[src/rtl/csr_uart_master_pkg.sv]
// rtl/csr_uart_master_pkg.sv - shared opcode/reply bytes and FSM encoding for the UART CSR master
// Purpose: one source for the host protocol bytes and state encoding, used by the RTL,
//          the bench and the host-side scripts.
// Ports:   none (package)
package csr_uart_master_pkg;

  localparam logic [7:0] CMD_WR  = 8'h57;  // 'W' write frame
  localparam logic [7:0] CMD_RD  = 8'h52;  // 'R' read frame
  localparam logic [7:0] RSP_ACK = 8'h4B;  // 'K' write completed
  localparam logic [7:0] RSP_ERR = 8'h3F;  // '?' unknown opcode

  typedef enum logic [3:0] {
    ST_IDLE,
    ST_OP,
    ST_ADDR_H,
    ST_ADDR_L,
    ST_DATA_H,
    ST_DATA_L,
    ST_REQ,
    ST_ACCESS,
    ST_RSP_0,
    ST_RSP_1
  } state_t;

  typedef enum logic [1:0] {
    OP_WR,
    OP_RD,
    OP_BAD
  } op_t;

  function automatic op_t decode_op(input logic [7:0] b);
    if (b == CMD_WR) return OP_WR;
    if (b == CMD_RD) return OP_RD;
    return OP_BAD;
  endfunction

endpackage

[src/rtl/csr_uart_master_if.sv]
// rtl/csr_uart_master_if.sv - UART byte streams and CSR i/o bus bundle for the UART CSR master
// Purpose: groups the rx/tx UART handshakes and the CSR bus (req/gnt, strobes, addr/data).
// Ports:   rx_valid/rx_data/rx_rd    rx UART byte and pop
//          tx_ready/tx_wr/tx_wdata   tx UART push
//          bus_req/bus_gnt           bus ownership handshake with the external mux
//          m_addr/m_wdata/m_io_wr/m_io_rd/m_io_din  single 16-bit i/o access
// Modports: master = the UART CSR master, slave = UARTs + bus side.
interface csr_uart_master_if;
  logic        rx_valid;
  logic [7:0]  rx_data;
  logic        rx_rd;
  logic        tx_ready;
  logic        tx_wr;
  logic [7:0]  tx_wdata;
  logic        bus_req;
  logic        bus_gnt;
  logic [15:0] m_addr;
  logic [15:0] m_wdata;
  logic        m_io_wr;
  logic        m_io_rd;
  logic [15:0] m_io_din;

  modport master (
    input  rx_valid, rx_data, tx_ready, bus_gnt, m_io_din,
    output rx_rd, tx_wr, tx_wdata, bus_req, m_addr, m_wdata, m_io_wr, m_io_rd
  );

  modport slave (
    output rx_valid, rx_data, tx_ready, bus_gnt, m_io_din,
    input  rx_rd, tx_wr, tx_wdata, bus_req, m_addr, m_wdata, m_io_wr, m_io_rd
  );
endinterface

[src/rtl/csr_uart_timeout.sv]
// rtl/csr_uart_timeout.sv - inter-byte timeout counter for the UART CSR master
// Purpose: counts idle cycles while enabled; o_expired is high in the cycle the count
//          sits at TIMEOUT_CYCLES-1 with the counter enabled.
// Ports:   clk, rst (async, active-high)
//          i_clr      synchronous clear (wins over i_en)
//          i_en       count this cycle
//          o_expired  combinational expiry pulse
module csr_uart_timeout #(
  parameter int unsigned TIMEOUT_CYCLES = 1_000_000
) (
  input  logic clk,
  input  logic rst,
  input  logic i_clr,
  input  logic i_en,
  output logic o_expired
);
  localparam int unsigned W = (TIMEOUT_CYCLES > 1) ? $clog2(TIMEOUT_CYCLES) : 1;
  localparam logic [W-1:0] LAST = W'(TIMEOUT_CYCLES - 1);

  logic [W-1:0] r_cnt;

  assign o_expired = i_en && (r_cnt == LAST);

  // Holds at LAST on expiry; the owner clears it when it leaves the timed states.
  always_ff @(posedge clk or posedge rst) begin
    if (rst)                    r_cnt <= '0;
    else if (i_clr)             r_cnt <= '0;
    else if (i_en && !o_expired) r_cnt <= r_cnt + 1'b1;
  end
endmodule

[src/rtl/csr_uart_master.sv]
// rtl/csr_uart_master.sv - UART-driven single-access initiator for the CSR i/o bus
// Purpose: parses W AH AL DH DL / R AH AL frames from the rx UART, performs one 16-bit
//          i/o write or read after winning the bus, replies K or RH RL (or ? for a bad opcode).
// Ports:   clk, rst         clock, async active-high reset
//          bus (master)     rx/tx UART handshakes and CSR bus, see csr_uart_master_if
//          busy             high whenever the FSM is not idle
//          err_timeout      one-cycle pulse when a frame is abandoned for inter-byte silence
module csr_uart_master
  import csr_uart_master_pkg::*;
#(
  parameter int unsigned TIMEOUT_CYCLES = 1_000_000
) (
  input  logic              clk,
  input  logic              rst,
  csr_uart_master_if.master bus,
  output logic              busy,
  output logic              err_timeout
);
  state_t      r_state;
  state_t      w_next;
  op_t         r_op;
  logic [15:0] r_frame_addr;
  logic [7:0]  r_data_hi;
  logic [15:0] r_addr;
  logic [15:0] r_wdata;
  logic [15:0] r_rdata;
  logic        r_rx_last;
  logic        r_tx_last;

  logic        w_rx_state;
  logic        w_timed;
  logic        w_rx_rd;
  logic        w_tx_wr;
  logic [7:0]  w_tx_byte;
  logic        w_bus_req;
  logic        w_io_wr;
  logic        w_io_rd;
  logic        w_tmo_exp;
  logic        w_can_tx;

  assign w_rx_state = (r_state == ST_OP) || w_timed;
  assign w_timed    = (r_state == ST_ADDR_H) || (r_state == ST_ADDR_L) ||
                      (r_state == ST_DATA_H) || (r_state == ST_DATA_L);
  // The previous-cycle flags keep a gap after every pop/push: the UARTs drop
  // their valid/ready one cycle late.
  assign w_rx_rd    = w_rx_state && bus.rx_valid && !r_rx_last;
  assign w_can_tx   = bus.tx_ready && !r_tx_last;

  csr_uart_timeout #(
    .TIMEOUT_CYCLES(TIMEOUT_CYCLES)
  ) u_timeout (
    .clk       (clk),
    .rst       (rst),
    .i_clr     (!w_timed || w_rx_rd),
    .i_en      (w_timed && !bus.rx_valid),
    .o_expired (w_tmo_exp)
  );

  always_ff @(posedge clk or posedge rst) begin
    if (rst) r_state <= ST_IDLE;
    else     r_state <= w_next;
  end

  always_comb begin
    w_next    = r_state;
    w_tx_wr   = 1'b0;
    w_tx_byte = 8'h00;
    w_bus_req = 1'b0;
    w_io_wr   = 1'b0;
    w_io_rd   = 1'b0;
    case (r_state)
      ST_IDLE: if (bus.rx_valid) w_next = ST_OP;
      ST_OP: begin
        if (w_rx_rd) w_next = (decode_op(bus.rx_data) == OP_BAD) ? ST_RSP_0 : ST_ADDR_H;
      end
      ST_ADDR_H, ST_ADDR_L, ST_DATA_H, ST_DATA_L: begin
        if (w_tmo_exp) begin
          w_next = ST_IDLE;
        end else if (w_rx_rd) begin
          case (r_state)
            ST_ADDR_H: w_next = ST_ADDR_L;
            ST_ADDR_L: w_next = (r_op == OP_WR) ? ST_DATA_H : ST_REQ;
            ST_DATA_H: w_next = ST_DATA_L;
            default:   w_next = ST_REQ;
          endcase
        end
      end
      ST_REQ: begin
        w_bus_req = 1'b1;
        if (bus.bus_gnt) w_next = ST_ACCESS;
      end
      ST_ACCESS: begin
        w_bus_req = 1'b1;
        // Gated by the grant so a strobe can never reach the bus unowned.
        if (bus.bus_gnt) begin
          w_io_wr = (r_op == OP_WR);
          w_io_rd = (r_op == OP_RD);
          w_next  = ST_RSP_0;
        end
      end
      ST_RSP_0: begin
        case (r_op)
          OP_WR:   w_tx_byte = RSP_ACK;
          OP_RD:   w_tx_byte = r_rdata[15:8];
          default: w_tx_byte = RSP_ERR;
        endcase
        if (w_can_tx) begin
          w_tx_wr = 1'b1;
          w_next  = (r_op == OP_RD) ? ST_RSP_1 : ST_IDLE;
        end
      end
      ST_RSP_1: begin
        w_tx_byte = r_rdata[7:0];
        if (w_can_tx) begin
          w_tx_wr = 1'b1;
          w_next  = ST_IDLE;
        end
      end
      default: w_next = ST_IDLE;
    endcase
  end

  // Frame bytes are assembled in shadow registers; m_addr/m_wdata only change
  // on the final pop, so they are stable across REQ and ACCESS.
  always_ff @(posedge clk or posedge rst) begin
    if (rst) begin
      r_op         <= OP_WR;
      r_frame_addr <= '0;
      r_data_hi    <= '0;
      r_addr       <= '0;
      r_wdata      <= '0;
      r_rdata      <= '0;
      r_rx_last    <= 1'b0;
      r_tx_last    <= 1'b0;
    end else begin
      r_rx_last <= w_rx_rd;
      r_tx_last <= w_tx_wr;
      if (w_rx_rd) begin
        case (r_state)
          ST_OP:     r_op <= decode_op(bus.rx_data);
          ST_ADDR_H: r_frame_addr[15:8] <= bus.rx_data;
          ST_ADDR_L: begin
            r_frame_addr[7:0] <= bus.rx_data;
            if (r_op == OP_RD) r_addr <= {r_frame_addr[15:8], bus.rx_data};
          end
          ST_DATA_H: r_data_hi <= bus.rx_data;
          ST_DATA_L: begin
            r_addr  <= r_frame_addr;
            r_wdata <= {r_data_hi, bus.rx_data};
          end
          default: ;
        endcase
      end
      if (w_io_rd) r_rdata <= bus.m_io_din;
    end
  end

  assign bus.rx_rd    = w_rx_rd;
  assign bus.tx_wr    = w_tx_wr;
  assign bus.tx_wdata = w_tx_byte;
  assign bus.bus_req  = w_bus_req;
  assign bus.m_addr   = r_addr;
  assign bus.m_wdata  = r_wdata;
  assign bus.m_io_wr  = w_io_wr;
  assign bus.m_io_rd  = w_io_rd;
  assign busy         = (r_state != ST_IDLE);
  assign err_timeout  = w_tmo_exp;
endmodule

[src/flat_wrapper.sv]
// flat-port wrapper written by rule: the top's interface ports become plain ports
module csr_uart_master_flat import csr_uart_master_pkg::*;
#(
  parameter int unsigned TIMEOUT_CYCLES = 1_000_000
)
  (clk, rst, busy, err_timeout, bus_rx_valid, bus_rx_data, bus_tx_ready, bus_bus_gnt, bus_m_io_din, bus_rx_rd, bus_tx_wr, bus_tx_wdata, bus_bus_req, bus_m_addr, bus_m_wdata, bus_m_io_wr, bus_m_io_rd);
  csr_uart_master_if bus_i ();
  input  logic clk;
  input  logic rst;
  output logic busy;
  output logic err_timeout;
  input wire logic [$bits(bus_i.rx_valid)-1:0] bus_rx_valid;
  input wire logic [$bits(bus_i.rx_data)-1:0] bus_rx_data;
  input wire logic [$bits(bus_i.tx_ready)-1:0] bus_tx_ready;
  input wire logic [$bits(bus_i.bus_gnt)-1:0] bus_bus_gnt;
  input wire logic [$bits(bus_i.m_io_din)-1:0] bus_m_io_din;
  output wire logic [$bits(bus_i.rx_rd)-1:0] bus_rx_rd;
  output wire logic [$bits(bus_i.tx_wr)-1:0] bus_tx_wr;
  output wire logic [$bits(bus_i.tx_wdata)-1:0] bus_tx_wdata;
  output wire logic [$bits(bus_i.bus_req)-1:0] bus_bus_req;
  output wire logic [$bits(bus_i.m_addr)-1:0] bus_m_addr;
  output wire logic [$bits(bus_i.m_wdata)-1:0] bus_m_wdata;
  output wire logic [$bits(bus_i.m_io_wr)-1:0] bus_m_io_wr;
  output wire logic [$bits(bus_i.m_io_rd)-1:0] bus_m_io_rd;
  assign bus_i.rx_valid = bus_rx_valid;
  assign bus_i.rx_data = bus_rx_data;
  assign bus_i.tx_ready = bus_tx_ready;
  assign bus_i.bus_gnt = bus_bus_gnt;
  assign bus_i.m_io_din = bus_m_io_din;
  assign bus_rx_rd = bus_i.rx_rd;
  assign bus_tx_wr = bus_i.tx_wr;
  assign bus_tx_wdata = bus_i.tx_wdata;
  assign bus_bus_req = bus_i.bus_req;
  assign bus_m_addr = bus_i.m_addr;
  assign bus_m_wdata = bus_i.m_wdata;
  assign bus_m_io_wr = bus_i.m_io_wr;
  assign bus_m_io_rd = bus_i.m_io_rd;
  csr_uart_master #(.TIMEOUT_CYCLES(TIMEOUT_CYCLES)) u_core (.clk(clk), .rst(rst), .bus(bus_i), .busy(busy), .err_timeout(err_timeout));
endmodule
[config.mk]
export PLATFORM = sky130hd
export DESIGN_NAME = csr_uart_master_flat
export DESIGN_NICKNAME = d
export VERILOG_FILES = /design/src/rtl/csr_uart_master_pkg.sv /design/src/rtl/csr_uart_master_if.sv /design/src/rtl/csr_uart_timeout.sv /design/src/rtl/csr_uart_master.sv /design/src/flat_wrapper.sv
export SDC_FILE = /design/constraint.sdc
export NUM_CORES = 1
export LEC_CHECK = 0
export CAP_MARGIN = 20
export CORE_MARGIN = 4
export CORE_UTILIZATION = 55
export CTS_BUF_LIST = sky130_fd_sc_hd__clkbuf_4 sky130_fd_sc_hd__clkbuf_8
export DETAILED_ROUTE_END_ITERATION = 12
export DONT_BUFFER_PORTS = 1
export PLACE_DENSITY = 0.7
export SLEW_MARGIN = 20
export SYNTH_ARGS = -nofsm -noshare
export SYNTH_HDL_FRONTEND = slang
export SYNTH_SLANG_ARGS = --single-unit
[constraint.sdc]
create_clock -name clk -period 4 [get_ports clk]
set_input_delay 0.6 -clock clk [delete_from_list [all_inputs] [get_ports clk]]
set_output_delay 0.6 -clock clk [all_outputs]
set_load 0.02 [all_outputs]
### After elaboration in Yosys (flattened, before gate mapping)

Index checks and enable logic that the tools add are counted.

| cells by class | value |
|---|---|
| $add $sub $neg | 1 |
| eq/ne operators | 22 |
| muxes and demuxes | 46 |
| reduce and logical (&&, ||, !) cells | 31 |

Operator list:

| kind | number |
|---|---|
| 20-bit 2-to-1 mux | 2 |
| 4-bit 2-to-1 mux | 10 |
| 16-bit case mux with 2 select lines | 1 |
| 8-bit case mux with 2 select lines | 2 |
| 4-bit case mux with 7 select lines | 1 |
| 20-bit by 1-bit adder with 20-bit output, second input constant | 1 |
| 20-bit equality test, second input constant | 1 |
| 1-bit 2-to-1 mux | 19 |
| 2-bit 2-to-1 mux | 9 |
| 4-bit by 3-bit equality test with 1-bit output, second input constant | 4 |
| 8-bit by 7-bit equality test with 1-bit output, second input constant | 2 |
| 16-bit 2-to-1 mux | 1 |
| 4-bit case mux with 3 select lines | 1 |
| 2-bit AND reduction | 5 |
| 4-bit by 2-bit equality test with 1-bit output, second input constant | 2 |
| 4-bit equality test, second input constant | 2 |
| 2-bit != test, second input constant | 4 |
| 7-bit AND reduction | 1 |
| 1-bit logical AND | 6 |
| 2-bit by 1-bit != test with 1-bit output, second input constant | 3 |
| 1-bit logical NOT | 5 |
| 1-bit logical OR | 5 |
| 4-bit by 1-bit equality test with 1-bit output, second input constant | 1 |
| 4-bit logical NOT | 1 |
| other kinds (9) | 11 |

| word-level totals | value |
|---|---|
| bits in registers | 100 |
| bits of input ports | 29 |

### Logic depth before layout (Yosys ltp)

| depth | value |
|---|---|
| word-level depth | 20 |
| gate-level depth with buffers | 8 |
| depth with buffers taken out | 5 |

### Modules after synthesis

A second synthesis with hierarchy kept.

| unflattened totals | value |
|---|---|
| cells, all modules | 390 |
| area total of the unflattened synthesis | 4754.6 um2 |

Modules (own cells, without submodules):

| module | instances | cells each | area each (um2) |
|---|---|---|---|
| csr_uart_master | 1 | 266 | 3614.7 |
| csr_uart_timeout | 1 | 124 | 1139.8 |

### Least setup slack after synthesis

Ideal clock, no wire load.

| timing | value |
|---|---|
| kind | flip-flop to output port |
| start | register u_core.u_timeout.r_cnt[7] |
| end | output port err_timeout |
| arrival time | 1.738 ns |
| required time | 3.400 ns |
| slack | 1.662 ns |
| stages on the path, launching flop included | 4 |
| buffers on the path | 0 |
| path through | dfrtp_1 > or4b_1 > nor4_4 > and3_4 |

| on the way | value |
|---|---|
| word-level cells in the longest chain between the ends | 2 |

RTL lines:

| item | RTL line | source |
|---|---|---|
| start, declared | csr_uart_timeout.sv:20 | `logic [W-1:0] r_cnt;` |
| start signal, assigned | csr_uart_timeout.sv:28 | `else if (i_en && !o_expired) r_cnt <= r_cnt + 1'b1;` |
| 20-bit equality test | csr_uart_timeout.sv:22 | `assign o_expired = i_en && (r_cnt == LAST);` |
| 1-bit logical AND | csr_uart_timeout.sv:22 |  |
| end, declared | flat_wrapper.sv:11 | `output logic err_timeout;` |

Every way passes these cells.

### Final worst setup path

Ends and elaborated chain as after synthesis.

==> summary.md <==
| Metric | Value |
|---|---|
| Post-CTS Hold Buffers | `0` |
| Vias per cell | `5.94` |
| Die area | `9930 um^2` |
| Crit start category | `flip-flop` |
| Nature of the critical path endpoint | `primary output` |
| Top FF cell, synth | `dfrtp_1` |
| Max Freq | `343 MHz` |
| Relative max-transition margin | `41.3%` |
| Area Overhead vs Synth | `5.90%` |
| Mapped Area | `4620 um^2` |
| NetSw | `1.24 mW` |
| Clock Sinks | `100` |
| DRC viols | `0` |
| First-pass iteration count of the detailed router | `4` |
| Die X | `99.7 um` |
| VDD IR max | `418 uV` |
| Worst-path clk slew | `100 ps` |
| Total number of vias | `2,976` |
| Part of the power in registers | `53.6%` |
| Hold Path Class | `primary input to asynchronous set/reset pin` |
| Top Metal Used | `met4` |
| Drt total wl | `9120 um` |
| CP Class | `flip-flop to primary output` |
| Leakage | `2.17 nW` |
| Slew Viols, Final | `0` |
| Vias in the first global route | `3,050` |
| Int Pwr | `2.03 mW` |
| CTS tree | `yes` |
| Initial antenna violation count | `0` |
| First DRT Iteration DRCs | `81` |
| Syn_area_per_cell | `11.6 um^2` |
| Post-synthesis sequential area ratio | `54.1%` |
| # fillers | `686` |
| Clock share of power | `20.2%` |
| Ant diodes | `0` |
| Final #Nets | `421` |
| Final worst path period share | `72.8%` |
| Maxcap violations | `0` |
| CP arrival | `2310 ps` |
| Net count of the mapped netlist | `430` |
| P per Cell Area | `669 nW/um^2` |
| # setup viols final | `0` |
| R2R setup slack | `1440 ps` |
| Total track usage | `19.5%` |
| Routed len/inst | `18.2 um` |
| R2R Path Start | `u_core.u_timeout.r_cnt[7]` |
| # IOs | `76` |
| Hpwl dp | `6380 um` |
| Post-CTS sizing | `0` |
| Global-route wire length before repair | `15,400 um` |
| Worst R2R End | `u_core.r_state[1]` |
| Port bufs | `0` |
| Setup TNS | `0 ps` |
| Root Buffer | `clkbuf_8` |
| Post-synth EDFFs | `0` |
| Critical Path Fanout Max | `10` |
| GPL Wtd Cong | `0.793` |
| WL met3 | `720 um` |
| CTS Buffer Depth | `2` |
| Gate power share | `26.3%` |
| RSZ-0062 raised after global routing | `no` |
| Most common cell after layout, fill and taps aside | `dfrtp_1` |
| Worst Reg-to-Reg Cells | `5` |
| Synthesis-stage register bit count | `100` |
| Cells after Synth | `400` |
| Tightest Pin Transition | `880 ps` |
| Distinct cells, synth | `51` |
| Core area | `8180 um^2` |
| Post-Route Utilization | `59.9%` |
| Asr flop ratio synth | `100%` |
| TritonCTS Buffers | `9` |
| # H-tree levels | `3` |
| Sw frac | `37.9%` |
| Worst Skew | `8.81 ps` |
| Clock Latency Late Sink | `360 ps` |
| WL met1 | `3820 um` |
| Final hold vios | `0` |
| Status | `finished, final reports clean` |
| Starting density of the core | `56.5%` |
| Post-CTS setup buffers | `0` |
| Die Y | `99.7 um` |
| Largest net degree at the start of global routing | `74` |
| DRT antenna net count | `0` |
| Worst Path Required | `3400 ps` |
| Wire length on met2 | `4440 um` |
| Share of cells above drive strength 1 | `23.7%` |
| Final min period | `2910 ps` |
| Rows | `33` |
| Most frequent cells in the layout | `dfrtp_1 (100), mux2_2 (67), nor2_1 (36)` |
| Yosys Warn Count | `0` |
| Grt ovf | `0` |
-- final cells by class --
cell class,count,area (um^2),share of cell area [%]
clock buffers,10,131,2.68
clock inverters,6,71.3,1.46
inverters,6,25.0,0.511
multi-input cells,271,2010,41.1
flip-flops and latches,100,2500,51.1
well taps,105,131,2.68
repair buffers,3,22.5,0.460
-- worst max-delay path by stage --
stage | cells past startpoint | to | start
after global placement | 4 | bus_m_io_rd | u_core.r_state[0]
after detailed placement | 5 | u_core.bus.m_wdata[3] | u_core.r_state[0]
after CTS | 4 | bus_m_io_rd | u_core.r_state[0]
after floorplan | 1 | u_core.bus.m_addr[0] | rst
final | 3 | err_timeout | u_core.u_timeout.r_cnt[7]
after global routing | 4 | bus_m_io_rd | u_core.r_state[0]
-- metal layers --
| layer | vias to the layer above | global-route usage (%) |
|---|---|---|
| li1 | 1398 | - |
| met1 | 1491 | 25.9 |
| met2 | 79 | 29.9 |
| met3 | 8 | 7.36 |
| met4 | 0 | 6.20 |
| met5 | - | 0 |
-- cells in the mapped netlist (all sizes together), types with 2 or more instances --
cell,number,area [um^2]
dfrtp,100,2500
and4,5,43.8
a21oi,15,78.8
nand3,8,40.0
nor4,6,52.6
clkbuf,16,60.1
inv,6,22.5
o21ai,9,48.8
nor2b,6,37.5
nand4,4,25.0
nor3,7,35.0
nand2b,3,18.8
mux2,67,754
buf,7,31.3
and2,2,12.5
or3,2,12.5
nor2,36,135
a211oi,7,52.6
and3,5,36.3
nand2,33,124
nor3b,4,30.0
xnor2,14,123
mux2i,15,150
-- per-stage QoR --
stage / hold slack (ps) / setup slack (ps) / instance area (um^2) / power (mW) / instances
floorplan: 463 / 781 / 4620 / 2.44 / 400
global placement: 476 / 1500 / 4690 / 2.60 / 485
detailed placement: 494 / 1430 / 4690 / 2.65 / 485
CTS: 311 / 1070 / 4890 / 3.32 / 501
global route: 330 / 935 / 4890 / 3.50 / 501
finish: 301 / 1090 / 4890 / 3.27 / 501
-- power by group through the flow --
stage / combinational (mW) / clock [mW] / sequential (mW)
5_1_grt: 0.963 / 0.722 / 1.81
2_1_floorplan: 0.817 / 0 / 1.62
3_5_place_dp: 0.870 / 0 / 1.78
3_3_place_gp: 0.835 / 0 / 1.77
4_1_cts: 0.875 / 0.682 / 1.76
6_report: 0.860 / 0.660 / 1.75
-- logic make-up after synthesis --
family	count (synthesis)	synth area share, %
DFF	100	54.1
buffers and inverters	29	2.46
AOI/OAI and AO/OA	47	6.74
muxes	82	19.6
and+or+nand+nor	126	14.0
adders and majority gates	1	0.271
xor gates and xnor gates	15	2.84
-- critical path: stages (launching register included) --
cell and delay [ps]:
dfrtp_1 430, or4b_1 600, nor4_4 570, and3_4 350
-- sequential cells by signal (all words and copies together) (netlist names) --
register,flops
u_core.bus.m_addr,16
u_core.bus.m_wdata,16
u_core.r_data_hi,8
u_core.r_frame_addr,16
u_core.r_op,2
u_core.r_rdata,16
u_core.r_rx_last,1
u_core.r_state,4
u_core.r_tx_last,1
u_core.u_timeout.r_cnt,20
(Power assumes the default switching activity.)
